$ cat src/rtl/dot_product_mac_if.sv
// Stream/result bundle for the dot_product_mac engine: operand handshake, bias/start
// control, and the rounded result with its valid pulse and saturation flag.
interface dot_product_mac_if #(
  parameter int BIT_WIDTH = 16
) ();
  logic                 start;
  logic [BIT_WIDTH-1:0] bias;
  logic                 in_valid;
  logic                 in_ready;
  logic [BIT_WIDTH-1:0] x_in;
  logic [BIT_WIDTH-1:0] w_in;
  logic                 busy;
  logic [BIT_WIDTH-1:0] out;
  logic                 out_valid;
  logic                 sat;

  modport master (
    output start, bias, in_valid, x_in, w_in,
    input  in_ready, busy, out, out_valid, sat
  );

  modport slave (
    input  start, bias, in_valid, x_in, w_in,
    output in_ready, busy, out, out_valid, sat
  );
endinterface

$ cat src/rtl/dot_product_mac.sv
// Signed fixed-point MAC for one dense-layer neuron: bias + sum of VEC_LEN x*w products,
// rounded half-up and saturated to BIT_WIDTH, presented with a one-cycle out_valid pulse.
module dot_product_mac #(
  parameter int BIT_WIDTH = 16,
  parameter int FRAC_BITS = 8,
  parameter int VEC_LEN   = 8,
  parameter int ACC_WIDTH = 40
) (
  input logic              clk,
  input logic              rst_n,
  dot_product_mac_if.slave bus
);

  localparam int CNT_W = (VEC_LEN > 1) ? $clog2(VEC_LEN) : 1;
  localparam logic [CNT_W-1:0] LAST = CNT_W'(VEC_LEN - 1);

  localparam logic signed [ACC_WIDTH-1:0] HALF    = ACC_WIDTH'(1) << (FRAC_BITS - 1);
  localparam logic signed [ACC_WIDTH-1:0] SAT_MAX = (ACC_WIDTH'(1) << (BIT_WIDTH - 1)) - ACC_WIDTH'(1);
  localparam logic signed [ACC_WIDTH-1:0] SAT_MIN = -(ACC_WIDTH'(1) << (BIT_WIDTH - 1));

  typedef enum logic [1:0] {IDLE, ACCUM, ROUND} state_t;

  state_t                        state;
  logic signed [ACC_WIDTH-1:0]   acc;
  logic        [CNT_W-1:0]       count;

  logic signed [2*BIT_WIDTH-1:0] prod;
  logic signed [ACC_WIDTH-1:0]   prod_ext;
  logic signed [ACC_WIDTH-1:0]   bias_ext;
  logic signed [ACC_WIDTH-1:0]   rnd_sum;
  logic signed [ACC_WIDTH-1:0]   r_full;
  logic        [BIT_WIDTH-1:0]   r_clip;
  logic                          r_sat;

  assign bus.in_ready = (state == ACCUM);
  assign bus.busy     = (state == ACCUM) || (state == ROUND);

  always_comb begin
    prod     = $signed(bus.x_in) * $signed(bus.w_in);
    prod_ext = {{(ACC_WIDTH - 2*BIT_WIDTH){prod[2*BIT_WIDTH-1]}}, prod};
    bias_ext = {{(ACC_WIDTH - BIT_WIDTH){bus.bias[BIT_WIDTH-1]}}, bus.bias} << FRAC_BITS;
    // Adding half an LSB before the arithmetic shift gives round-half-toward-+inf.
    rnd_sum  = acc + HALF;
    r_full   = rnd_sum >>> FRAC_BITS;
    r_sat    = 1'b0;
    r_clip   = r_full[BIT_WIDTH-1:0];
    if (r_full > SAT_MAX) begin
      r_clip = SAT_MAX[BIT_WIDTH-1:0];
      r_sat  = 1'b1;
    end else if (r_full < SAT_MIN) begin
      r_clip = SAT_MIN[BIT_WIDTH-1:0];
      r_sat  = 1'b1;
    end
  end

  always_ff @(posedge clk) begin
    if (!rst_n) begin
      state         <= IDLE;
      acc           <= '0;
      count         <= '0;
      bus.out       <= '0;
      bus.out_valid <= 1'b0;
      bus.sat       <= 1'b0;
    end else begin
      bus.out_valid <= 1'b0;
      unique case (state)
        IDLE: begin
          if (bus.start) begin
            acc   <= bias_ext;
            count <= '0;
            state <= ACCUM;
          end
        end
        ACCUM: begin
          if (bus.in_valid) begin
            acc   <= acc + prod_ext;
            count <= count + 1'b1;
            if (count == LAST) state <= ROUND;
          end
        end
        ROUND: begin
          bus.out       <= r_clip;
          bus.sat       <= r_sat;
          bus.out_valid <= 1'b1;
          state         <= IDLE;
        end
        default: state <= IDLE;
      endcase
    end
  end

endmodule

$ cat src/flat_wrapper.sv
// flat-port wrapper written by rule: the top's interface ports become plain ports
module dot_product_mac_flat 
#(
  parameter int BIT_WIDTH = 16,
  parameter int FRAC_BITS = 8,
  parameter int VEC_LEN   = 8,
  parameter int ACC_WIDTH = 40
)
  (clk, rst_n, bus_start, bus_bias, bus_in_valid, bus_x_in, bus_w_in, bus_in_ready, bus_busy, bus_out, bus_out_valid, bus_sat);
  dot_product_mac_if #(.BIT_WIDTH(BIT_WIDTH)) bus_i ();
  input logic clk;
  input logic rst_n;
  input wire logic [$bits(bus_i.start)-1:0] bus_start;
  input wire logic [$bits(bus_i.bias)-1:0] bus_bias;
  input wire logic [$bits(bus_i.in_valid)-1:0] bus_in_valid;
  input wire logic [$bits(bus_i.x_in)-1:0] bus_x_in;
  input wire logic [$bits(bus_i.w_in)-1:0] bus_w_in;
  output wire logic [$bits(bus_i.in_ready)-1:0] bus_in_ready;
  output wire logic [$bits(bus_i.busy)-1:0] bus_busy;
  output wire logic [$bits(bus_i.out)-1:0] bus_out;
  output wire logic [$bits(bus_i.out_valid)-1:0] bus_out_valid;
  output wire logic [$bits(bus_i.sat)-1:0] bus_sat;
  assign bus_i.start = bus_start;
  assign bus_i.bias = bus_bias;
  assign bus_i.in_valid = bus_in_valid;
  assign bus_i.x_in = bus_x_in;
  assign bus_i.w_in = bus_w_in;
  assign bus_in_ready = bus_i.in_ready;
  assign bus_busy = bus_i.busy;
  assign bus_out = bus_i.out;
  assign bus_out_valid = bus_i.out_valid;
  assign bus_sat = bus_i.sat;
  dot_product_mac #(.BIT_WIDTH(BIT_WIDTH), .FRAC_BITS(FRAC_BITS), .VEC_LEN(VEC_LEN), .ACC_WIDTH(ACC_WIDTH)) u_core (.clk(clk), .rst_n(rst_n), .bus(bus_i));
endmodule
$ cat config.mk
export PLATFORM = sky130hd
export DESIGN_NAME = dot_product_mac_flat
export DESIGN_NICKNAME = d
export VERILOG_FILES = /design/src/rtl/dot_product_mac_if.sv /design/src/rtl/dot_product_mac.sv /design/src/flat_wrapper.sv
export SDC_FILE = /design/constraint.sdc
export NUM_CORES = 1
export LEC_CHECK = 0
export ABC_AREA = 0
export CORE_MARGIN = 2
export CORE_UTILIZATION = 40
export DETAILED_ROUTE_END_ITERATION = 6
export GPL_TIMING_DRIVEN = 0
export PLACE_DENSITY = 0.54
export SYNTH_ARGS = -nofsm -noshare
export SYNTH_HDL_FRONTEND = slang
export SYNTH_SLANG_ARGS = --single-unit
$ cat constraint.sdc
create_clock -name clk -period 12.4 [get_ports clk]
set_input_delay 1.24 -clock clk [delete_from_list [all_inputs] [get_ports clk]]
set_output_delay 1.24 -clock clk [all_outputs]
set_load 0.05 [all_outputs]
==> impl_metrics.yaml <==
clock_network:
  htreeDepth: 3
  cts.reportedPaths.clkPinSlew_ns: 0.05
  insertion_delay_ns: 0.33
  cts-root-buf: "clkbuf_16"
  clock_sinks: 63
  cts_tree: "done"
  cts_resized: 0
  postCtsSetupBuffers: 0
  hold_buffers: 0
  clock_path_buffers: 2
  numCtsBuffers: 9
global_route:
  grt_overflow: 0
  grt_pass1_vias: 13480
  met2_usage_pct: 40.89
  grt.busiest_layer: "met2"
  globalRouteMet1Util_pct: 30.23
  grt_pass1_wl_um: 72730
  antenna_found_initial: 0
  track_usage_pct: 22.74
  grt_max_degree: 24
  met3_usage_pct: 2.006
drt:
  routedWlPerCell_um: 18.19
  vias: 12350
  postRouteWirelength_um: 43610
  viasPerCell: 5.150
  detail-route-antenna-nets: 0
  drcViolationCount: 0
  drtPass1Iterations: 5
  drt-initial-drc-count: 617
worst_hold_path:
  hp-class: "reg2reg"
synth:
  ys_seq_area_share_pct: 7.987
  async_flop_share_pct: 0
  synth_edf_count: 0
  syn-num-nets: 2297
  netlist.area_leader.share_pct: 41.84
  avgSynthCellArea_um2: 8.802
  synth_area_leader_cell: "fa_1"
  yosysWarnings: 0
  synth_seq_cells: 63
  synth_flop_cell: "dfxtp_1"
  syn_inst: 1794
  synth_area_um2: 15790
  synthTopCellsByArea: "fa_1 (42%), inv_1 (9.9%), ha_1 (9.6%)"
  synth_cell_types: 72
sta:
  period_share_pct: 71.45
  tns_ns: 0
  finalClockSkew_ns: 0.005287
  fmax_ghz: 0.1129
  rsz0062_at_grt: "false"
  setup_viol: 0
  whs_ns: 0.4934
  hold_viol_final: 0
  slew_headroom_pct: 39.00
  slew_violations: 0
  max_slew.worst_pin.slew_ns: 0.9067
  period_needed_ns: 8.860
die:
  die_w_um: 202.7
  core_um2: 38830
  rows: 72
  dieArea_um2: 41080
  start_util_pct: 40.67
  die_h_um: 202.7
  io_pins: 72
run_status:
  status: "complete, no violations"
worst_setup_path:
  rrSetupSlack_ns: 6.55
  start_kind: "input pin"
  crit_arrival_ns: 9.05
  crit_path_end_kind: "register"
  cp.required_ns: 12.59
  cp_max_fo: 10
  critical_path_class: "in2reg"
layout:
  final_cell_mix: "inv_1 (415), fa_1 (329), nand2_1 (181), and2_1 (126), ha_1 (121)"
  diodes: 0
  layout-drive-gt1-share_pct: 2.235
  nNetsFinal: 2378
  layout_commonest_cell: "inv_1"
  syn_to_final_growth_pct: 10.24
flow_run:
  cap_violations: 0
place:
  gp_congestion: 0.9021
  hpwlAfterDp_um: 37780
  portBuffers: 70
==> metrics by stage <==
step	util, %	setup WS, ns	area [um2]	cells
4_1_cts	44.83	3.582	17410	2397
3_3_place_gp	44.14	3.287	17140	2382
3_5_place_dp	44.15	3.273	17140	2382
6_report	44.83	3.540	17410	2397
5_1_grt	44.83	3.101	17410	2397
2_1_floorplan	-	4.948	15790	1794
==> metal layers <==
metal  vias to the layer above  wire length (um)
li1                       5716                 -
met1                      6303             18720
met2                       286             22430
met3                        40              1810
met4                         0               650
met5                         -                 0
==> state kept, by name (all words and copies together) (netlist names) <==
name,cells
u_core.bus.sat,1
u_core.state,2
u_core.count,3
u_core.acc,40
u_core.bus.out,16
u_core.bus.out_valid,1
==> critical path, cell delays in order <==
cell and delay [ns]:
clkdlybuf4s50_1 0.61, clkbuf_1 0.54, nand2_1 0.27, fa_1 0.61, inv_1 0.08, fa_1 0.53
inv_1 0.24, fa_1 0.61, inv_1 0.05, fa_1 0.46, fa_1 0.54, inv_1 0.06
fa_1 0.53, inv_1 0.04, ha_1 0.27, clkbuf_1 0.22, a21oi_1 0.26, nor2_1 0.09
o41ai_1 0.41, and2_1 0.21, a21oi_1 0.12, or2_2 0.37, a2111oi_0 0.52, o32ai_1 0.16
==> synth_stat cells, types with 18 or more instances <==
master / number
a21oi_1: 101
and2_1: 126
clkbuf_1: 55
dfxtp_1: 63
fa_1: 330
ha_1: 121
inv_1: 415
nand2_1: 181
nand3_1: 20
nand4_1: 18
nor2_1: 68
o21ai_0: 41
xnor2_1: 38
==> cells by family after synthesis <==
family                   share of synthesized area, %
AO/OA/AOI/OAI                                   9.913
XOR/XNOR                                        2.829
adder cells (fa/ha/maj)                         51.43
buffers and inverters                           11.70
flip-flops                                      7.987
multiplexers                                   0.4596
AND/OR/NAND/NOR                                 15.69
==> layout make-up <==
cell class | count | area, um2
multi-input combinational | 1244 | 12680
clock inverter | 4 | 22.52
fill | 3912 | 21420
sequential | 63 | 1261
buffer | 71 | 285.3
clock buffer | 11 | 242.7
timing repair buffer | 70 | 700.7
tap | 518 | 648.1
inverter | 416 | 1562
==> final timing paths <==
| check | cells past startpoint | end | from |
|---|---|---|---|
| hold reg to reg | 2 | u_core.bus.out[0] | u_core.bus.out[0] |
| hold / removal | 2 | u_core.bus.out[0] | u_core.bus.out[0] |
| setup / recovery | 24 | u_core.acc[37] | bus_w_in[4] |
| setup reg to reg | 17 | u_core.acc[38] | u_core.acc[9] |
Power is left out: the tool's default activity adds up to more than one toggle a clock period on the data nets, which glitch-free logic cannot reach.
==> RTL change 1, RTL diff (same flow settings) <==
Encoding of `state_t`: now one-hot (3 bits for 3 states).
--- a/src/rtl/dot_product_mac.sv
+++ b/src/rtl/dot_product_mac.sv
@@ -18,7 +18,7 @@
   localparam logic signed [ACC_WIDTH-1:0] SAT_MAX = (ACC_WIDTH'(1) << (BIT_WIDTH - 1)) - ACC_WIDTH'(1);
   localparam logic signed [ACC_WIDTH-1:0] SAT_MIN = -(ACC_WIDTH'(1) << (BIT_WIDTH - 1));
 
-  typedef enum logic [1:0] {IDLE, ACCUM, ROUND} state_t;
+  typedef enum logic [2:0] {IDLE = 3'b001, ACCUM = 3'b010, ROUND = 3'b100} state_t;
 
   state_t                        state;
   logic signed [ACC_WIDTH-1:0]   acc;
Formal check against the unedited RTL: no difference found for any inputs over 10 cycles, from zero or initial values and one cycle with rst_n low; not proved beyond that.
==> RTL change 1 against the unedited design <==
Cell count shrank 0.71%; setup slack lost 0.28 ns; area after synthesis shrank 0.31%; sequential cell count grew 1; final area is essentially flat; critical path depth grew 2; wire length grew 0.16%.
Power is not shown: default switching activity piles up to over one toggle a cycle in this logic, so the estimate is an artifact.
==> RTL change 1: results (changes against the unedited design) <==
qor: cells_and_area.seqAreaFraction 7.36% [+0.12 points]
qor: worst_setup_path.timing.critical_path.slowest_cell_delay 0.75 ns [+0.14 ns]
qor: placed_design.dpl.hpwl 37.3 mm [-1.3%]
qor: cells_and_area.clock_area_share 1.69% [+0.17 points]
qor: cells_and_area.multi_input_area_share 72.9% [about the same]
qor: cells_and_area.layout.non_clock_buffers 134 [-5.0%]
qor: worst_setup_path.crit-reg2reg-launch u_core.acc[15]
qor: worst_setup_path.worstSetupEndpointType flop
qor: cells_and_area.reg_top3 u_core.acc: 40 flops, u_core.bus.out: 16 flops
qor: cells_and_area.layout.nets 2357 [-0.88%]
qor: worst_setup_path.ff2ff_path_depth 20 [+3]
qor: clock_network.clkSinkCount 64 [+1.6%]
qor: cells_and_area.buf_share 5.57% [-0.092 points]
qor: worst_setup_path.arrival 9.41 ns [+0.36 ns]
qor: run_status.status finished clean
qor: synthesis.synth.net_count 2274 [-1.0%]
qor: global_routing.number_of_antenna_violations_at_the_first_check_in_global_routing 1 [+1]
qor: global_routing.grtUsageMet1 29.5% [-0.74 points]
qor: detailed_routing.met2_wirelength 22.2 mm [-1.0%]
qor: synthesis.synth.top_cells.by_area sky130_fd_sc_hd__fa_1 42%, sky130_fd_sc_hd__inv_1 9.7%, sky130_fd_sc_hd__ha_1 9.4%, sky130_fd_sc_hd__dfxtp_1 8.1%, sky130_fd_sc_hd__and2_1 4.7%
qor: detailed_routing.wirelength_met1 18.8 mm [+0.68%]
qor: cells_and_area.share_of_post_route_cells_with_drive_strength_above_1 2.63% [+0.40 points]
qor: synthesis.ys_top_cells_by_count 407 x sky130_fd_sc_hd__inv_1, 330 x sky130_fd_sc_hd__fa_1, 196 x sky130_fd_sc_hd__nand2_1, 119 x sky130_fd_sc_hd__and2_1, 118 x sky130_fd_sc_hd__ha_1
qor: worst_setup_path.critical_path.reg2reg.endpoint u_core.acc[34]
qor: cells_and_area.final.fill_count 3903 [-0.23%]
qor: synthesis.synth-seq-area-share 8.14% [+0.15 points]
qor: detailed_routing.drt-vias-per-instance 5.12 [-0.53%]
qor: timing.skew 0.00820 ns [+0.00291 ns]
qor: global_routing.grt_first_pass_wirelength 71.7 mm [-1.4%]
qor: synthesis.synth_cell_types 69 [-4.2%]
qor: global_routing.grtUsageMet3 2.76% [+0.75 points]
qor: global_routing.grt_pass1_vias 13300 [-1.2%]
qor: global_routing.grt_met2_usage 40.5% [-0.35 points]
qor: worst_setup_path.worst-r2r-setup-slack 6.44 ns [-0.11 ns]
qor: global_routing.grtUsageTotal 22.6% [-0.11 points]
qor: cells_and_area.n_clock_buffer 12 [+1]
qor: cells_and_area.n_multi_input_combinational_cell 1240 [-0.32%]
qor: detailed_routing.first_iter_violations 623 [+0.97%]
qor: detailed_routing.detailed_routed_wire_length_on_met3 1.82 mm [+0.66%]
qor: placed_design.routabilityCongestion 0.916 [+1.5%]
qor: placed_design.port_buffers 71 [+1.4%]
==> RTL change 1: cell count changes after synthesis, sizes merged, moves of 5 or more <==
cell,change
a211oi,-7
o211a,+5
xor2,+7
nand3,+12
inv,-9
nor2,-24
buf,-9
a21oi,-18
nor2b,+5
nand4,-5
and2,-7
nand2,+15
o21ai,+27
==> RTL change 1: kinds of logic (layout without fill, tap and decap cells) <==
family,Yosys count,after routing,synth area share (%)
AOI/OAI and AO/OA,246,246,10.1
DFF,64,64,8.14
and+or+nand+nor,482,482,15.4
adders and majority gates,448,448,51.3
muxes,7,7,0.445
buffers and inverters,470,558,11.3
xor gates and xnor gates,57,57,3.17
==> RTL change 1: per-stage QoR <==
stage / hold WS (ns) / cells / worst slack (ns) / cell area, µm²
6_report: 0.465 / 2380 / 3.26 / 17400
5_1_grt: 0.526 / 2380 / 2.59 / 17400
4_1_cts: 0.470 / 2379 / 2.92 / 17400
3_5_place_dp: 0.462 / 2363 / 2.63 / 17100
3_3_place_gp: 0.467 / 2363 / 2.70 / 17100
2_1_floorplan: 0.445 / 1774 / 5.03 / 15700
==> RTL change 1: worst min path at each step <==
stage | startpoint | endpoint | slack, ns | cells past startpoint
4_1_cts | u_core.bus.out[15] | u_core.bus.out[15] | 0.47 | 2
5_1_grt | u_core.bus.out[15] | u_core.bus.out[15] | 0.53 | 2
3_5_place_dp | u_core.bus.out[15] | u_core.bus.out[15] | 0.46 | 2
3_3_place_gp | u_core.bus.out[15] | u_core.bus.out[15] | 0.47 | 2
6_report | u_core.bus.out[15] | u_core.bus.out[15] | 0.47 | 2
2_1_floorplan | u_core.acc[5] | u_core.acc[5] | 0.45 | 2
==> RTL change 2, RTL diff (same settings) <==
Made on the original files. `FRAC_BITS` is set to 8 in 2 places; all go to 7.
--- a/src/rtl/dot_product_mac.sv
+++ b/src/rtl/dot_product_mac.sv
@@ -2,7 +2,7 @@
 // rounded half-up and saturated to BIT_WIDTH, presented with a one-cycle out_valid pulse.
 module dot_product_mac #(
   parameter int BIT_WIDTH = 16,
-  parameter int FRAC_BITS = 8,
+  parameter int FRAC_BITS = 7,
   parameter int VEC_LEN   = 8,
   parameter int ACC_WIDTH = 40
 ) (
--- a/src/flat_wrapper.sv
+++ b/src/flat_wrapper.sv
@@ -2,7 +2,7 @@
 module dot_product_mac_flat 
 #(
   parameter int BIT_WIDTH = 16,
-  parameter int FRAC_BITS = 8,
+  parameter int FRAC_BITS = 7,
   parameter int VEC_LEN   = 8,
   parameter int ACC_WIDTH = 40
 )
Behaviour: same outputs for any inputs over 10 cycles, from zero or initial values and one cycle with rst_n low; that may be too few to reach the edited logic, so the function may still have changed.
==> RTL change 2 against the unedited design <==
Area after synthesis down 0.99%; hold slack worse by 0.018 ns; clock skew up 0.0044 ns; final area down 0.70%; setup slack worse by 0.21 ns; sequential cell count unchanged; wire length down 4.3%; fmax down 2.3%.
Power is left out: the tool's default activity adds up to more than one toggle a clock period on the data nets, which glitch-free logic cannot reach.
==> RTL change 2: results (changes against the unedited design) <==
qor: synthesis.avgSynthCellArea 8.86 µm² [+0.64%]
qor: synthesis.synth-seq-area-share 8.07% [+0.080 points]
qor: global_routing.grtUsageMet1 29.0% [-1.3 points]
qor: worst_setup_path.arrival 9.33 ns [+0.28 ns]
qor: synthesis.synth.net_count 2268 [-1.3%]
qor: synthesis.ys_top_cells_by_count 417 x sky130_fd_sc_hd__inv_1, 330 x sky130_fd_sc_hd__fa_1, 177 x sky130_fd_sc_hd__nand2_1, 121 x sky130_fd_sc_hd__and2_1, 121 x sky130_fd_sc_hd__ha_1
qor: synthesis.asyncSetResetFlopFracSynth 0% [unchanged]
qor: worst_setup_path.critPathTopFamily adder cells
qor: hold_path.hold_path_class reg -> reg
qor: global_routing.grt_first_pass_wirelength 69.0 mm [-5.1%]
qor: synthesis.synth_compound_gate_area_share 9.69% [-0.22 points]
qor: synthesis.synth_adder_area_share 51.9% [+0.51 points]
qor: synthesis.post_synth_xor_area_fraction 3.59% [+0.76 points]
qor: worst_setup_path.crit_path_max_fanout 10 [unchanged]
qor: placed_design.dpl.hpwl 36.0 mm [-4.7%]
qor: detailed_routing.detailedRoute.firstPassIterationCount 4 [-1]
qor: global_routing.number_of_antenna_violations_at_the_first_check_in_global_routing 1 [+1]
qor: detailed_routing.detailroute.via_count 11900 [-3.7%]
qor: timing.worstMarginPinSlew 1.42 ns [+0.514 ns]
qor: synthesis.synth.top_cells.by_area sky130_fd_sc_hd__fa_1 42%, sky130_fd_sc_hd__inv_1 10%, sky130_fd_sc_hd__ha_1 9.7%, sky130_fd_sc_hd__dfxtp_1 8.1%, sky130_fd_sc_hd__and2_1 4.8%
qor: synthesis.synth_cell_types 68 [-5.6%]
qor: clock_network.cts_setup_buffers 0 [unchanged]
qor: clock_network.inserted_clock_buffers 9 [unchanged]
qor: global_routing.grtUsageMet3 1.52% [-0.48 points]
qor: worst_setup_path.timing.critical_path.slowest_cell_delay 1.23 ns [+0.62 ns]
qor: global_routing.grt_met2_usage 39.6% [-1.2 points]
qor: global_routing.grtUsageTotal 21.9% [-0.88 points]
qor: global_routing.grt_pass1_vias 12800 [-4.7%]
qor: cells_and_area.reg_top3 u_core.acc: 40 flops, u_core.bus.out: 16 flops, u_core.count: 3 flops
qor: synthesis.synth_mux_area_share 0.264% [-0.20 points]
qor: synthesis.synth_ff_type sky130_fd_sc_hd__dfxtp_1
qor: cells_and_area.share_of_post_route_cells_with_drive_strength_above_1 2.59% [+0.36 points]
qor: detailed_routing.first_iter_violations 642 [+4.1%]
qor: detailed_routing.drt-vias-per-instance 5.02 [-2.6%]
qor: synthesis.yosys.area.top_type_share 42.3% [+0.42 points]
qor: timing.skew 0.00972 ns [+0.00443 ns]
qor: placed_design.routabilityCongestion 0.869 [-3.7%]
qor: synthesis.synth.yosys.warnings 0 [unchanged]
qor: run_status.status finished clean
qor: worst_setup_path.crit_path_top_delay_cell sky130_fd_sc_hd__o311ai_0
qor: placed_design.port_buffers 71 [+1.4%]
qor: cells_and_area.final.fill_count 3842 [-1.8%]
qor: detailed_routing.wire_per_inst 17.6 µm [-3.3%]
[RTL change 2: changes by cell type after synthesis, moves of 5 or more]
| cell | before | now |
|---|---|---|
| sky130_fd_sc_hd__a221oi_1 | 4 | 10 |
| sky130_fd_sc_hd__a31oi_1 | 11 | 5 |
| sky130_fd_sc_hd__xor2_1 | 13 | 22 |
| sky130_fd_sc_hd__and2_1 | 126 | 121 |
| sky130_fd_sc_hd__buf_2 | 8 | 1 |
| sky130_fd_sc_hd__a21o_1 | 15 | 7 |
| sky130_fd_sc_hd__nand4_1 | 18 | 8 |
| sky130_fd_sc_hd__a21oi_2 | 0 | 9 |
| sky130_fd_sc_hd__nor3_1 | 16 | 9 |
[RTL change 2: metal layers]
metal	routed length (µm)	vias to the layer above
li1	-	5576
met1	18100	6068
met2	21500	213
met3	1420	34
met4	661	0
met5	0	-
[RTL change 2: cell type report]
type / instances / area (µm²) / share of cell area, %
Antenna cell: 1 / 2.50 / 0.0145
Buffer: 63 / 253 / 1.46
Clock buffer: 12 / 256 / 1.48
Clock inverter: 4 / 30.0 / 0.174
Inverter: 418 / 1570 / 9.08
Multi-Input combinational cell: 1221 / 12600 / 72.6
Sequential cell: 63 / 1260 / 7.30
Tap cell: 518 / 648 / 3.75
Timing Repair Buffer: 71 / 711 / 4.11
[RTL change 2: through the flow]
stage | utilization (%) | setup WS [ns] | instance area (µm²) | hold slack [ns]
finish | 44.7 | 3.33 | 17300 | 0.475
global route | 44.7 | 2.82 | 17300 | 0.507
CTS | 44.7 | 3.48 | 17300 | 0.486
detailed placement | 44.0 | 3.16 | 17000 | 0.476
global placement | 44.0 | 2.90 | 17000 | 0.474
floorplan | - | 5.15 | 15600 | 0.464
[RTL change 2: tightest hold or removal path, stage by stage (launching register included)]
cell	delay, ns
sky130_fd_sc_hd__dfxtp_1	0.31
sky130_fd_sc_hd__nand2b_1	0.06
sky130_fd_sc_hd__a21oi_1	0.06
[RTL change 2: path summary, 6_finish.rpt]
| path | from | to | slack [ns] | cells after the start |
|---|---|---|---|---|
| hold / removal | u_core.bus.out[15] | u_core.bus.out[15] | 0.48 | 2 |
| setup reg to reg | u_core.acc[15] | u_core.acc[38] | 6.00 | 19 |
| hold reg to reg | u_core.bus.out[15] | u_core.bus.out[15] | 0.48 | 2 |
| setup / recovery | bus_x_in[8] | u_core.acc[38] | 3.33 | 22 |
[RTL change 2: logic make-up after synthesis]
kind of cell / after synthesis
xor+xnor: 64
compound gates: 239
buf+inv: 481
flops: 63
simple gates: 463
fa+ha+maj: 451
mux: 4
